==> src/rtl/fp_add_seq.sv <==
// Multi-cycle floating-point adder (IDLE -> ALIGN -> ADD -> NORM), 3-cycle latency.
// Define FP_ADD_RNE_EN for round-to-nearest-even; the default build truncates.
module fp_add_seq #(
   parameter int EXP_W = 3,
   parameter int MAN_W = 4
) (
   input  logic                   clk,
   input  logic                   reset,
   input  logic                   start,
   input  logic [EXP_W+MAN_W:0]   a,
   input  logic [EXP_W+MAN_W:0]   b,
   output logic [EXP_W+MAN_W:0]   sum,
   output logic                   valid,
   output logic                   busy,
   output logic                   ovf,
   output logic                   unf
);

   localparam int W  = 1 + EXP_W + MAN_W;
   localparam int SW = MAN_W + 4;   // hidden + mantissa + guard/round/sticky
   localparam int XW = EXP_W + 6;   // signed working exponent, wide enough for any lzc
   localparam logic signed [XW-1:0] E_MAX = XW'((1 << EXP_W) - 1);
   localparam logic signed [XW-1:0] E_ONE = XW'(1);

   typedef enum logic [1:0] {IDLE, ALIGN, ADD, NORM} state_t;

   state_t           state, state_nxt;
   logic [W-1:0]     a_q, b_q;
   logic [SW-1:0]    big_q, small_q;
   logic [EXP_W-1:0] exp_q;
   logic             sign_q, sub_q;
   logic [SW:0]      add_q;

   // Right shift that folds every bit shifted out into the sticky position.
   function automatic logic [SW-1:0] shr_sticky(input logic [SW-1:0] v, input logic [EXP_W-1:0] d);
      logic [SW-1:0] mask;
      if (int'(d) >= SW - 1) return {{(SW-1){1'b0}}, |v};
      mask = (SW'(1) << d) - SW'(1);
      return (v >> d) | {{(SW-1){1'b0}}, |(v & mask)};
   endfunction

   // NOTE: sequential state always uses non-blocking assignments so every
   // register samples the pre-edge values, independent of process ordering.
   always_ff @(posedge clk or negedge reset) begin
      if (!reset) state <= IDLE;
      else        state <= state_nxt;
   end

   // NOTE: each combinational output gets a default first so no latch is inferred.
   always_comb begin
      state_nxt = state;
      case (state)
         IDLE:    if (start) state_nxt = ALIGN;
         ALIGN:   state_nxt = ADD;
         ADD:     state_nxt = NORM;
         NORM:    state_nxt = IDLE;
         default: state_nxt = IDLE;
      endcase
   end

   always_comb busy = (state != IDLE);

   logic             a_big;
   logic [EXP_W-1:0] ea, eb, e_big, e_small;
   logic [SW-1:0]    sig_a, sig_b, sig_big, sig_small_sh;

   always_comb begin
      ea           = a_q[W-2 -: EXP_W];
      eb           = b_q[W-2 -: EXP_W];
      // Exponent 0 is zero whatever the mantissa holds.
      sig_a        = (ea == '0) ? '0 : {1'b1, a_q[MAN_W-1:0], 3'b000};
      sig_b        = (eb == '0) ? '0 : {1'b1, b_q[MAN_W-1:0], 3'b000};
      a_big        = (a_q[W-2:0] >= b_q[W-2:0]);
      e_big        = a_big ? ea : eb;
      e_small      = a_big ? eb : ea;
      sig_big      = a_big ? sig_a : sig_b;
      sig_small_sh = shr_sticky(a_big ? sig_b : sig_a, e_big - e_small);
   end

   logic [SW:0]           add_sum;
   int                    lzc;
   logic [SW-1:0]         norm;
   logic signed [XW-1:0]  e_norm, e_fin;
   logic                  round_up, is_zero;
   logic [MAN_W+1:0]      man_r;
   logic [MAN_W-1:0]      man_fin;
   logic [W-1:0]          sum_nxt;
   logic                  ovf_nxt, unf_nxt;

   always_comb begin
      add_sum = sub_q ? ({1'b0, big_q} - {1'b0, small_q}) : ({1'b0, big_q} + {1'b0, small_q});
   end

   always_comb begin
      lzc = SW;
      for (int i = 0; i < SW; i++) if (add_q[i]) lzc = SW - 1 - i;
      if (add_q[SW]) begin
         norm   = {add_q[SW:2], add_q[1] | add_q[0]};
         e_norm = XW'(exp_q) + E_ONE;
      end else begin
         norm   = add_q[SW-1:0] << lzc;
         e_norm = XW'(exp_q) - XW'(lzc);
      end
      is_zero = (norm == '0);
`ifdef FP_ADD_RNE_EN
      round_up = norm[2] & (norm[1] | norm[0] | norm[3]);
`else
      round_up = 1'b0;
`endif
      man_r   = {1'b0, norm[SW-1:3]} + {{(MAN_W+1){1'b0}}, round_up};
      // A rounding carry-out renormalises into the next binade.
      e_fin   = man_r[MAN_W+1] ? e_norm + E_ONE : e_norm;
      man_fin = man_r[MAN_W+1] ? man_r[MAN_W:1] : man_r[MAN_W-1:0];

      sum_nxt = '0;
      ovf_nxt = 1'b0;
      unf_nxt = 1'b0;
      if (is_zero) begin
         sum_nxt = '0;
      end else if (e_fin > E_MAX) begin
         sum_nxt = {sign_q, {(EXP_W+MAN_W){1'b1}}};
         ovf_nxt = 1'b1;
      end else if (e_fin < E_ONE) begin
         unf_nxt = 1'b1;
      end else begin
         sum_nxt = {sign_q, e_fin[EXP_W-1:0], man_fin};
      end
   end

   // NOTE: the datapath registers are reset as well, so an aborted operation
   // leaves nothing behind that a later result could pick up.
   always_ff @(posedge clk or negedge reset) begin
      if (!reset) begin
         a_q     <= '0;
         b_q     <= '0;
         big_q   <= '0;
         small_q <= '0;
         exp_q   <= '0;
         sign_q  <= 1'b0;
         sub_q   <= 1'b0;
         add_q   <= '0;
         sum     <= '0;
         ovf     <= 1'b0;
         unf     <= 1'b0;
         valid   <= 1'b0;
      end else begin
         valid <= (state == NORM);
         if (state == IDLE && start) begin
            a_q <= a;
            b_q <= b;
         end
         if (state == ALIGN) begin
            big_q   <= sig_big;
            small_q <= sig_small_sh;
            exp_q   <= e_big;
            sign_q  <= a_big ? a_q[W-1] : b_q[W-1];
            sub_q   <= a_q[W-1] ^ b_q[W-1];
         end
         if (state == ADD) add_q <= add_sum;
         if (state == NORM) begin
            sum <= sum_nxt;
            ovf <= ovf_nxt;
            unf <= unf_nxt;
         end
      end
   end

endmodule

==> config.mk <==
export PLATFORM = sky130hd
export DESIGN_NAME = fp_add_seq
export DESIGN_NICKNAME = d
export VERILOG_FILES = /design/src/rtl/fp_add_seq.sv
export SDC_FILE = /design/constraint.sdc
export NUM_CORES = 1
export LEC_CHECK = 0
export ABC_AREA = 1
export BUFFER_PORTS_ARGS = -buffer_cell sky130_fd_sc_hd__buf_4
export CORE_ASPECT_RATIO = 0.75
export CORE_MARGIN = 8
export CORE_UTILIZATION = 57
export CTS_BUF_LIST = sky130_fd_sc_hd__clkbuf_4 sky130_fd_sc_hd__clkbuf_8
export CTS_CLUSTER_SIZE = 16
export DETAILED_ROUTE_END_ITERATION = 7
export PLACE_DENSITY_LB_ADDON = 0.25
export SLEW_MARGIN = 5
export SYNTH_ARGS = -nofsm -noshare
export SYNTH_HDL_FRONTEND = slang
export SYNTH_SLANG_ARGS = --single-unit
==> constraint.sdc <==
create_clock -name clk -period 2.8 [get_ports clk]
set_input_delay 0.56 -clock clk [delete_from_list [all_inputs] [get_ports clk]]
set_output_delay 0.56 -clock clk [all_outputs]
set_load 0.05 [all_outputs]
==> impl_metrics.json, run 1 <==
{
  "yosys.area.top_type_share": 0.3496,
  "crit_chain": "inv_2 -> ha_4 -> nand2_2 -> nand2_2 -> a21oi_4 -> nand3_4 -> o21ai_4 -> o21ai_4 -> ha_4 -> inv_2 -> buf_4 -> a21oi_1 -> nand3_1 -> nor2_1 -> nor2_1 -> nand3_1 -> nand2_1",
  "status": "completed",
  "ys.flop_type": "dfrtp_1",
  "track_usage": 0.1989,
  "post-route-min-period_ps": 2731,
  "timing.rr.end": "small_q[0]",
  "setup_viol": 0,
  "cp_max_fo": 4,
  "io-pin-count": 31,
  "critPathCaptureType": "flop",
  "synth_area_leaders": "dfrtp_1 35%, nand2_1 13%, ha_1 7.8%",
  "synthArstFlopShare": 1.000,
  "syn-num-nets": 586,
  "via_per_inst": 5.476,
  "cts.sinks": 56,
  "nets": 638,
  "rsz0062_at_grt": "true",
  "ant_nets": 0,
  "synth-edff-count": 0,
  "clk_transition_reported_paths_ps": 110,
  "layout-drive-gt1-share": 0.2609,
  "slowest_delay_ps": 440,
  "critical-path-top-delay-family": "simple AND/OR/NAND/NOR gates",
  "path_buf_inv": 3,
  "yosys_warnings": 0,
  "synth_seq_area_share": 0.3496,
  "die-area_um2": 10000,
  "r2r_setup_slack_ps": 70,
  "dpl.hpwl_mm": 7.301,
  "wl_mm": 10.06,
  "diodes": 0,
  "final.setup.tns_ps": 0,
  "grt_pass1_vias": 3458,
  "drtIter0Drc": 229,
  "syn_to_final_growth_pct": 18.70,
  "cp.arrival_ps": 2940,
  "cap_violations": 0,
  "drc_errors": 0,
  "synth_largest_area_cell": "dfrtp_1",
  "ys_ff_latch": 56,
  "syn-cell-area_um2": 4009,
  "fin_crit_sh": 0.9755,
  "antenna_found_initial": 0,
  "grt_pass1_wl_mm": 15.88,
  "drtPass1Iterations": 5,
  "port-buffer-count": 30,
  "cts_tree": "yes",
  "die_y_um": 88.63,
  "cts_root_buf": "clkbuf_8",
  "cts_buffers": 5,
  "postCtsHoldBufs": 0,
  "clock_skew_ps": 18.29,
  "start_util": 0.5896,
  "worstSkewPairLatency_ps": 330,
  "clock_path_buffers": 2,
  "cp.required_ps": 3010,
  "hold_path_class": "input pin to async pin",
  "crit_type": "flop to flop",
  "max_freq_mhz": 366.1,
  "hold_violations": 0,
  "slowest_stage": "dfrtp_2",
  "syn_inst": 541,
  "vias": 3713,
  "max_slew_margin": 0.5247,
  "start_kind": "flop",
  "synth.distinct_cells": 45,
  "grt_start_max_net_pins": 57,
  "drv_slew": 0,
  "die_x_um": 112.8,
  "worst_slew_pin_slew_ps": 712.9,
  "coreArea_um2": 6799,
  "htree_levels": 2,
  "r2r_start": "b_q[4]",
  "place_congestion": 0.9649,
  "route.detailed.wl_per_inst_um": 14.83,
  "rows": 26,
  "syn_avg_cell_area_um2": 7.410,
  "ff2ff_path_depth": 17,
  "overflow": 0
}
layout by cell type (no fill, tap or decap), drive strengths merged, types with 2 or more instances in the layout:
master,netlist,routed
nor2,47,47
o211ai,5,5
buf,6,60
o31ai,3,3
ha,25,25
xnor2,3,3
nand3,35,35
inv,77,77
or2,4,4
mux2,3,3
xor2,5,5
nand2,152,152
a21oi,39,39
dfrtp,56,56
clkbuf,9,6
a31oi,2,2
nand4,6,6
o22ai,3,3
o21ai,53,53
layer usage:
layer / track usage / share of wire / vias up
met4: 0.06098 / 0.020 / 0
met2: 0.2979 / 0.43 / 121
li1: - / - / 1853
met3: 0.04840 / 0.081 / 16
met5: 0 / 0 / -
met1: 0.2772 / 0.47 / 1723
cells in the mapped netlist (6+ instances only):
library cell and number:
nand2_1 136, inv_1 70, dfrtp_1 56, nor2_1 44, a21oi_1 37, o21ai_0 30, ha_1 25, nand3_1 24
o21ai_1 16, nand2_2 13, nand3_2 9, clkbuf_1 8, inv_2 7, nand4_1 6, o21ai_2 6
what timing repair did:
item	4_1_cts	5_1_grt
endpoints found under the setup margin	1	11
pin swaps	1	14
gates resized for setup	1	38
endpoints found under the hold margin	0	0
buffers inserted	3	12
cells by family after synthesis:
logic type,Yosys count,share of synthesized area
AOI/OAI and AO/OA,109,0.1626
xor gates and xnor gates,8,0.01748
adders and majority gates,26,0.08302
buffers and inverters,92,0.09301
DFF,56,0.3496
muxes,3,0.008426
and+or+nand+nor,247,0.2859
metrics by stage:
step / hold slack [ps] / setup WS (ps) / instance area [um^2] / cells / utilization
4_1_cts: 295.5 / 14.56 / 4503 / 667 / 0.6623
5_1_grt: 320.8 / -119.5 / 4758 / 678 / 0.6999
3_5_place_dp: 466.8 / -80.10 / 4375 / 656 / 0.6435
2_1_floorplan: 264.4 / 20.79 / 4009 / 541 / -
3_3_place_gp: 462.6 / 98.07 / 4375 / 656 / 0.6435
6_report: 269.7 / 68.65 / 4758 / 678 / 0.6999
worst max-delay path by stage:
stage	endpoint	depth (start not counted)	slack (ps)	from
after floorplan	small_q[0]	22	20	b_q[5]
after detailed placement	small_q[0]	20	-80	a_q[6]
after global routing	small_q[0]	21	-120	b_q[4]
final	small_q[0]	17	70	b_q[4]
after CTS	small_q[0]	20	10	a_q[4]
after global placement	small_q[0]	20	100	a_q[6]
registers in the layout, summed over array words and instances, names as in the netlist:
name	cells
state	2
ovf	1
big_q	5
b_q	8
sign_q	1
sub_q	1
add_q	9
valid	1
exp_q	3
small_q	8
sum	8
a_q	8
unf	1
final cells by class:
| cell class | instances | area, um^2 |
|---|---|---|
| clock buffer | 6 | 76.32 |
| multi-input combinational | 393 | 2412 |
| sequential | 56 | 1406 |
| clock inverter | 2 | 16.27 |
| timing repair buffer | 60 | 450.4 |
| tap | 84 | 105.1 |
| fill | 537 | 2041 |
| inverter | 77 | 291.5 |
Power of run 1 is not shown: default switching activity piles up to over one toggle a cycle in this logic, so the estimate is an artifact.
==> run 2, diff against run 1 <==
ABC_AREA = default   (was 1)
==> impl_metrics.json, run 2 <==
{
  "status": "completed",
  "synthArstFlopShare": 1.000,
  "final_cell_mix": "77 x buf_4, 54 x dfrtp_1, 49 x nor2_1",
  "top_register": "add_q",
  "drc_errors": 0,
  "clk_transition_reported_paths_ps": 120,
  "coreArea_um2": 6734,
  "hold_path_class": "input pin to async pin",
  "globalRouteMet2Util": 0.2874,
  "grtUsageMet1": 0.2840,
  "cp_max_fo": 5,
  "overflow": 0,
  "slowest_delay_ps": 430,
  "route.detailed.wl_per_inst_um": 16.32,
  "grt-busiest-layer": "met2",
  "worst_slew_pin_slew_ps": 766.2,
  "synth_commonest_cells": "56 x dfrtp_1, 53 x nor2_1, 44 x inv_1",
  "max_freq_mhz": 359.2,
  "die-area_um2": 9785,
  "ys_ff_latch": 56,
  "dpl.hpwl_mm": 6.934,
  "post-route-min-period_ps": 2784,
  "port-buffer-count": 30,
  "grt_pass1_vias": 3152,
  "via_per_inst": 5.834,
  "grt_start_max_net_pins": 57,
  "synth-edff-count": 0,
  "rsz0062_at_grt": "true",
  "worstSkewPairLatency_ps": 330,
  "clock_path_buffers": 2,
  "yosysMostFrequentCell": "dfrtp_1",
  "hold_violations": 0,
  "postCtsHoldBufs": 0,
  "place_congestion": 0.8527,
  "syn-cell-area_um2": 3906,
  "slowest_stage": "dfrtp_1",
  "cts_tree": "yes",
  "diodes": 0,
  "cts_buffers": 5,
  "io-pin-count": 31,
  "syn_to_final_growth_pct": 21.43,
  "syn-num-nets": 490,
  "synth_largest_area_cell": "dfrtp_1",
  "cts.sinks": 56,
  "critPathCaptureType": "flop",
  "nets": 550,
  "whs_ps": 278.3,
  "synth_seq_area_share": 0.3587,
  "cp.required_ps": 3040,
  "nFillCells": 494,
  "syn_inst": 445,
  "htree_levels": 2,
  "layout-drive-gt1-share": 0.2846,
  "ant_nets": 0,
  "drv_slew": 0,
  "vias": 3442,
  "clock_skew_ps": 16.21,
  "drtPass1Iterations": 5,
  "finalInstanceArea_um2": 4743,
  "wl_mm": 9.631,
  "max_slew_margin": 0.4879,
  "die_y_um": 87.69,
  "grt_use_met3": 0.03926,
  "crit_chain": "ha_4 -> nand4_1 -> and3_4 -> o21ai_4 -> nand2_1 -> nor2_2 -> a21oi_2 -> ha_2 -> a221oi_4 -> xor2_2 -> nor3_1 -> a2bb2oi_1 -> a221oi_2",
  "ys.flop_type": "dfrtp_1",
  "fin_crit_sh": 0.9943,
  "yosys_warnings": 0,
  "yosys.area.top_type_share": 0.3587,
  "track_usage": 0.1955,
  "cts_root_buf": "clkbuf_8",
  "start_util": 0.5801,
  "synth_area_leaders": "dfrtp_1 36%, ha_1 8.0%, mux2_2 6.1%",
  "drtIter0Drc": 260,
  "cp.arrival_ps": 3020,
  "place_area_um2": 4428,
  "start_kind": "flop",
  "setup_viol": 0,
  "synth.distinct_cells": 61,
  "fin_util": 0.7044,
  "antenna_found_initial": 0,
  "largest_reg_flops": 9,
  "die_x_um": 111.6,
  "cap_violations": 0,
  "syn_avg_cell_area_um2": 8.778,
  "crit_type": "flop to flop",
  "grt_pass1_wl_mm": 15.50,
  "final_common_cell": "buf_4",
  "rows": 26
}
[run 2: cell count changes after synthesis, moves of 11 or more]
cell,change
o22ai_1,+11
nand2_1,-111
nand2_2,-13
clkbuf_1,+11
mux2_2,+18
inv_1,-26
o21ai_1,-15
nand3_1,-15
xnor2_1,+12
mux2i_1,+14
o21ai_0,-11
[run 2: final timing paths]
check / startpoint / end / slack, ps / cells past startpoint
max: a_q[6] / small_q[0] / 20 / 13
min: reset / a_q[4] / 280 / 1
max reg2reg: a_q[6] / small_q[0] / 20 / 13
min reg2reg: sign_q / sum[7] / 530 / 2
max in group asynchronous: reset / add_q[2] / 1990 / 1
min in group clk: b[0] / b_q[0] / 450 / 2
[run 2: final cells by class]
| class | count | area [um^2] | share of cell area |
|---|---|---|---|
| multi-input combinational | 321 | 2397 | 0.5054 |
| sequential | 56 | 1404 | 0.2960 |
| timing repair buffer | 77 | 578.1 | 0.1219 |
| inverter | 44 | 165.2 | 0.03482 |
| tap | 84 | 105.1 | 0.02216 |
| clock buffer | 5 | 68.82 | 0.01451 |
| clock inverter | 3 | 25.02 | 0.005276 |
[run 2: logic make-up (layout without fill, tap and decap cells)]
family                     after synthesis  after routing  share of synthesized area
DFF                                     56             56                     0.3587
and+or+nand+nor                        127            127                     0.1528
xor gates and xnor gates                18             18                    0.04228
buffers and inverters                   68            129                    0.06791
adders and majority gates               26             26                    0.08520
muxes                                   35             35                    0.09641
AOI/OAI and AO/OA                      115            115                     0.1967
[run 2: repair_timing]
action | CTS | global route
endpoints found under the setup margin | 11 | 16
buffers inserted | 6 | 6
pin swaps | 3 | 8
gates resized for setup | 7 | 22
[run 2: per-stage QoR]
stage	setup WS (ps)	TNS [ps]	std cells
floorplan	-265.4	-659.2	445
global placement	-4.180	-4.180	570
detailed placement	-89.27	-353.1	570
CTS	1.317	0	584
global route	-90.24	-305.1	590
finish	15.89	0	590
[run 2: per-layer routing]
metal / vias to the layer above / part of all wire
met3: 13 / 0.063
met4: 0 / 0.012
met1: 1637 / 0.49
met5: - / 0
met2: 113 / 0.43
li1: 1679 / -
[run 2: worst max-delay path: cells and delay by family (launching register included)]
| family | cells | cell delay, ps |
|---|---|---|
| AO/OA/AOI/OAI | 5 | 860 |
| AND/OR/NAND/NOR | 5 | 620 |
| adder cells (fa/ha/maj) | 2 | 500 |
| flip-flops | 1 | 430 |
| XOR/XNOR | 1 | 270 |
Power of run 2 is left out for the same reason.
==> run 3, diff against run 2 <==
REMOVE_ABC_BUFFERS = 1   (was default)
==> impl_metrics.json, run 3 (synthesis results as in run 2) <==
{
  "status": "finished with violations",
  "violations": "negative setup slack",
  "cts_root_buf": "clkbuf_8",
  "globalRouteMet2Util": 0.3187,
  "diodes": 0,
  "hold_violations": 0,
  "max_freq_mhz": 354.2,
  "drc_errors": 0,
  "layout-drive-gt1-share": 0.3231,
  "coreArea_um2": 6734,
  "drtPass1Iterations": 6,
  "drv_slew": 0,
  "pre_cts_ws_ps": -153.1,
  "die_x_um": 111.6,
  "critical-path-top-delay-family": "compound AO/OA/AOI/OAI gates",
  "fin_crit_sh": 1.008,
  "final_cell_mix": "90 x buf_4, 54 x dfrtp_1, 48 x nor2_1",
  "nFillCells": 509,
  "top_register": "add_q",
  "worstSkewPairLatency_ps": 330,
  "cp.arrival_ps": 3070,
  "crit_type": "flop to flop",
  "via_per_inst": 5.866,
  "grt_pass1_vias": 3444,
  "cp.required_ps": 3050,
  "clock_skew_ps": 16.87,
  "htree_levels": 2,
  "wl_mm": 10.06,
  "grt_use_met3": 0.04063,
  "cp_max_fo": 6,
  "start_kind": "flop",
  "fin_util": 0.7365,
  "postCtsHoldBufs": 0,
  "slowest_delay_ps": 460,
  "clock_path_buffers": 2,
  "drtIter0Drc": 313,
  "die_y_um": 87.69,
  "port-buffer-count": 30,
  "crit_chain": "nor2b_1 -> o21bai_1 -> a21oi_2 -> o21ai_2 -> inv_2 -> ha_4 -> fa_2 -> buf_6 -> nor2b_1 -> o21ai_1 -> nand2b_1 -> and3_4 -> o211ai_1 -> o21ai_1",
  "final_common_cell": "buf_4",
  "worst_slew_pin_slew_ps": 776.4,
  "whs_ps": 289.0,
  "cts_buffers": 5,
  "critPathCaptureType": "flop",
  "grt-busiest-layer": "met2",
  "clk_transition_reported_paths_ps": 110,
  "grt_pass1_wl_mm": 16.23,
  "largest_reg_flops": 9,
  "place_congestion": 0.9259,
  "die-area_um2": 9785,
  "max_slew_margin": 0.4811,
  "grt_start_max_net_pins": 57,
  "antenna_found_initial": 0,
  "rsz0062_at_grt": "true",
  "route.detailed.wl_per_inst_um": 16.65,
  "cts.sinks": 56,
  "cap_violations": 0,
  "slowest_stage": "dfrtp_2",
  "cts_tree": "yes",
  "hold_path_class": "input pin to async pin",
  "setup_viol": 5,
  "post-route-min-period_ps": 2824,
  "dpl.hpwl_mm": 7.067,
  "syn_to_final_growth_pct": 26.97,
  "start_util": 0.5801,
  "grtUsageMet1": 0.2749,
  "nets": 564,
  "path_buf_inv": 2,
  "rows": 26,
  "worst_slack_ps": -23.53,
  "overflow": 0,
  "ant_nets": 0,
  "final.setup.tns_ps": -85.14,
  "io-pin-count": 31,
  "track_usage": 0.2030,
  "vias": 3543
}
-- run 3: final timing paths --
path                       slack [ps]  startpoint  depth (start not counted)  endpoint
max reg2reg                       -20    add_q[0]                         14       ovf
min                               290       reset                          1    a_q[1]
max in group asynchronous        2000       reset                          1  add_q[1]
min in group clk                  450        b[3]                          2    b_q[3]
min reg2reg                       530         ovf                          2       ovf
max                               -20    add_q[0]                         14       ovf
-- run 3: area by class of cell --
type | instances | area (um^2) | share of cell area
Sequential cell | 56 | 1404 | 0.2830
Clock buffer | 7 | 96.34 | 0.01942
Tap cell | 84 | 105.1 | 0.02119
Clock inverter | 1 | 30.03 | 0.006054
Multi-Input combinational cell | 321 | 2472 | 0.4985
Timing Repair Buffer | 91 | 686.9 | 0.1385
Inverter | 44 | 165.2 | 0.03330
-- run 3: what timing repair did --
action | in CTS | in global routing
setup buffers | 9 | 7
setup endpoints to repair | 14 | 17
pin swaps | 2 | 23
cloned | 0 | 0
gates resized for setup | 9 | 42
-- run 3: stage by stage --
| step | area (um^2) | instances |
|---|---|---|
| after CTS | 4718 | 597 |
| final | 4960 | 604 |
| after floorplan | 3806 | 421 |
| after global routing | 4960 | 604 |
| after detailed placement | 4474 | 580 |
| after global placement | 4474 | 580 |
-- run 3: metal layers --
metal | vias to the layer above | wire, um
met2 | 113 | 4519
li1 | 1709 | -
met3 | 16 | 585
met1 | 1705 | 4814
met4 | 0 | 137
met5 | - | 0
Power of run 3 is left out for the same reason.
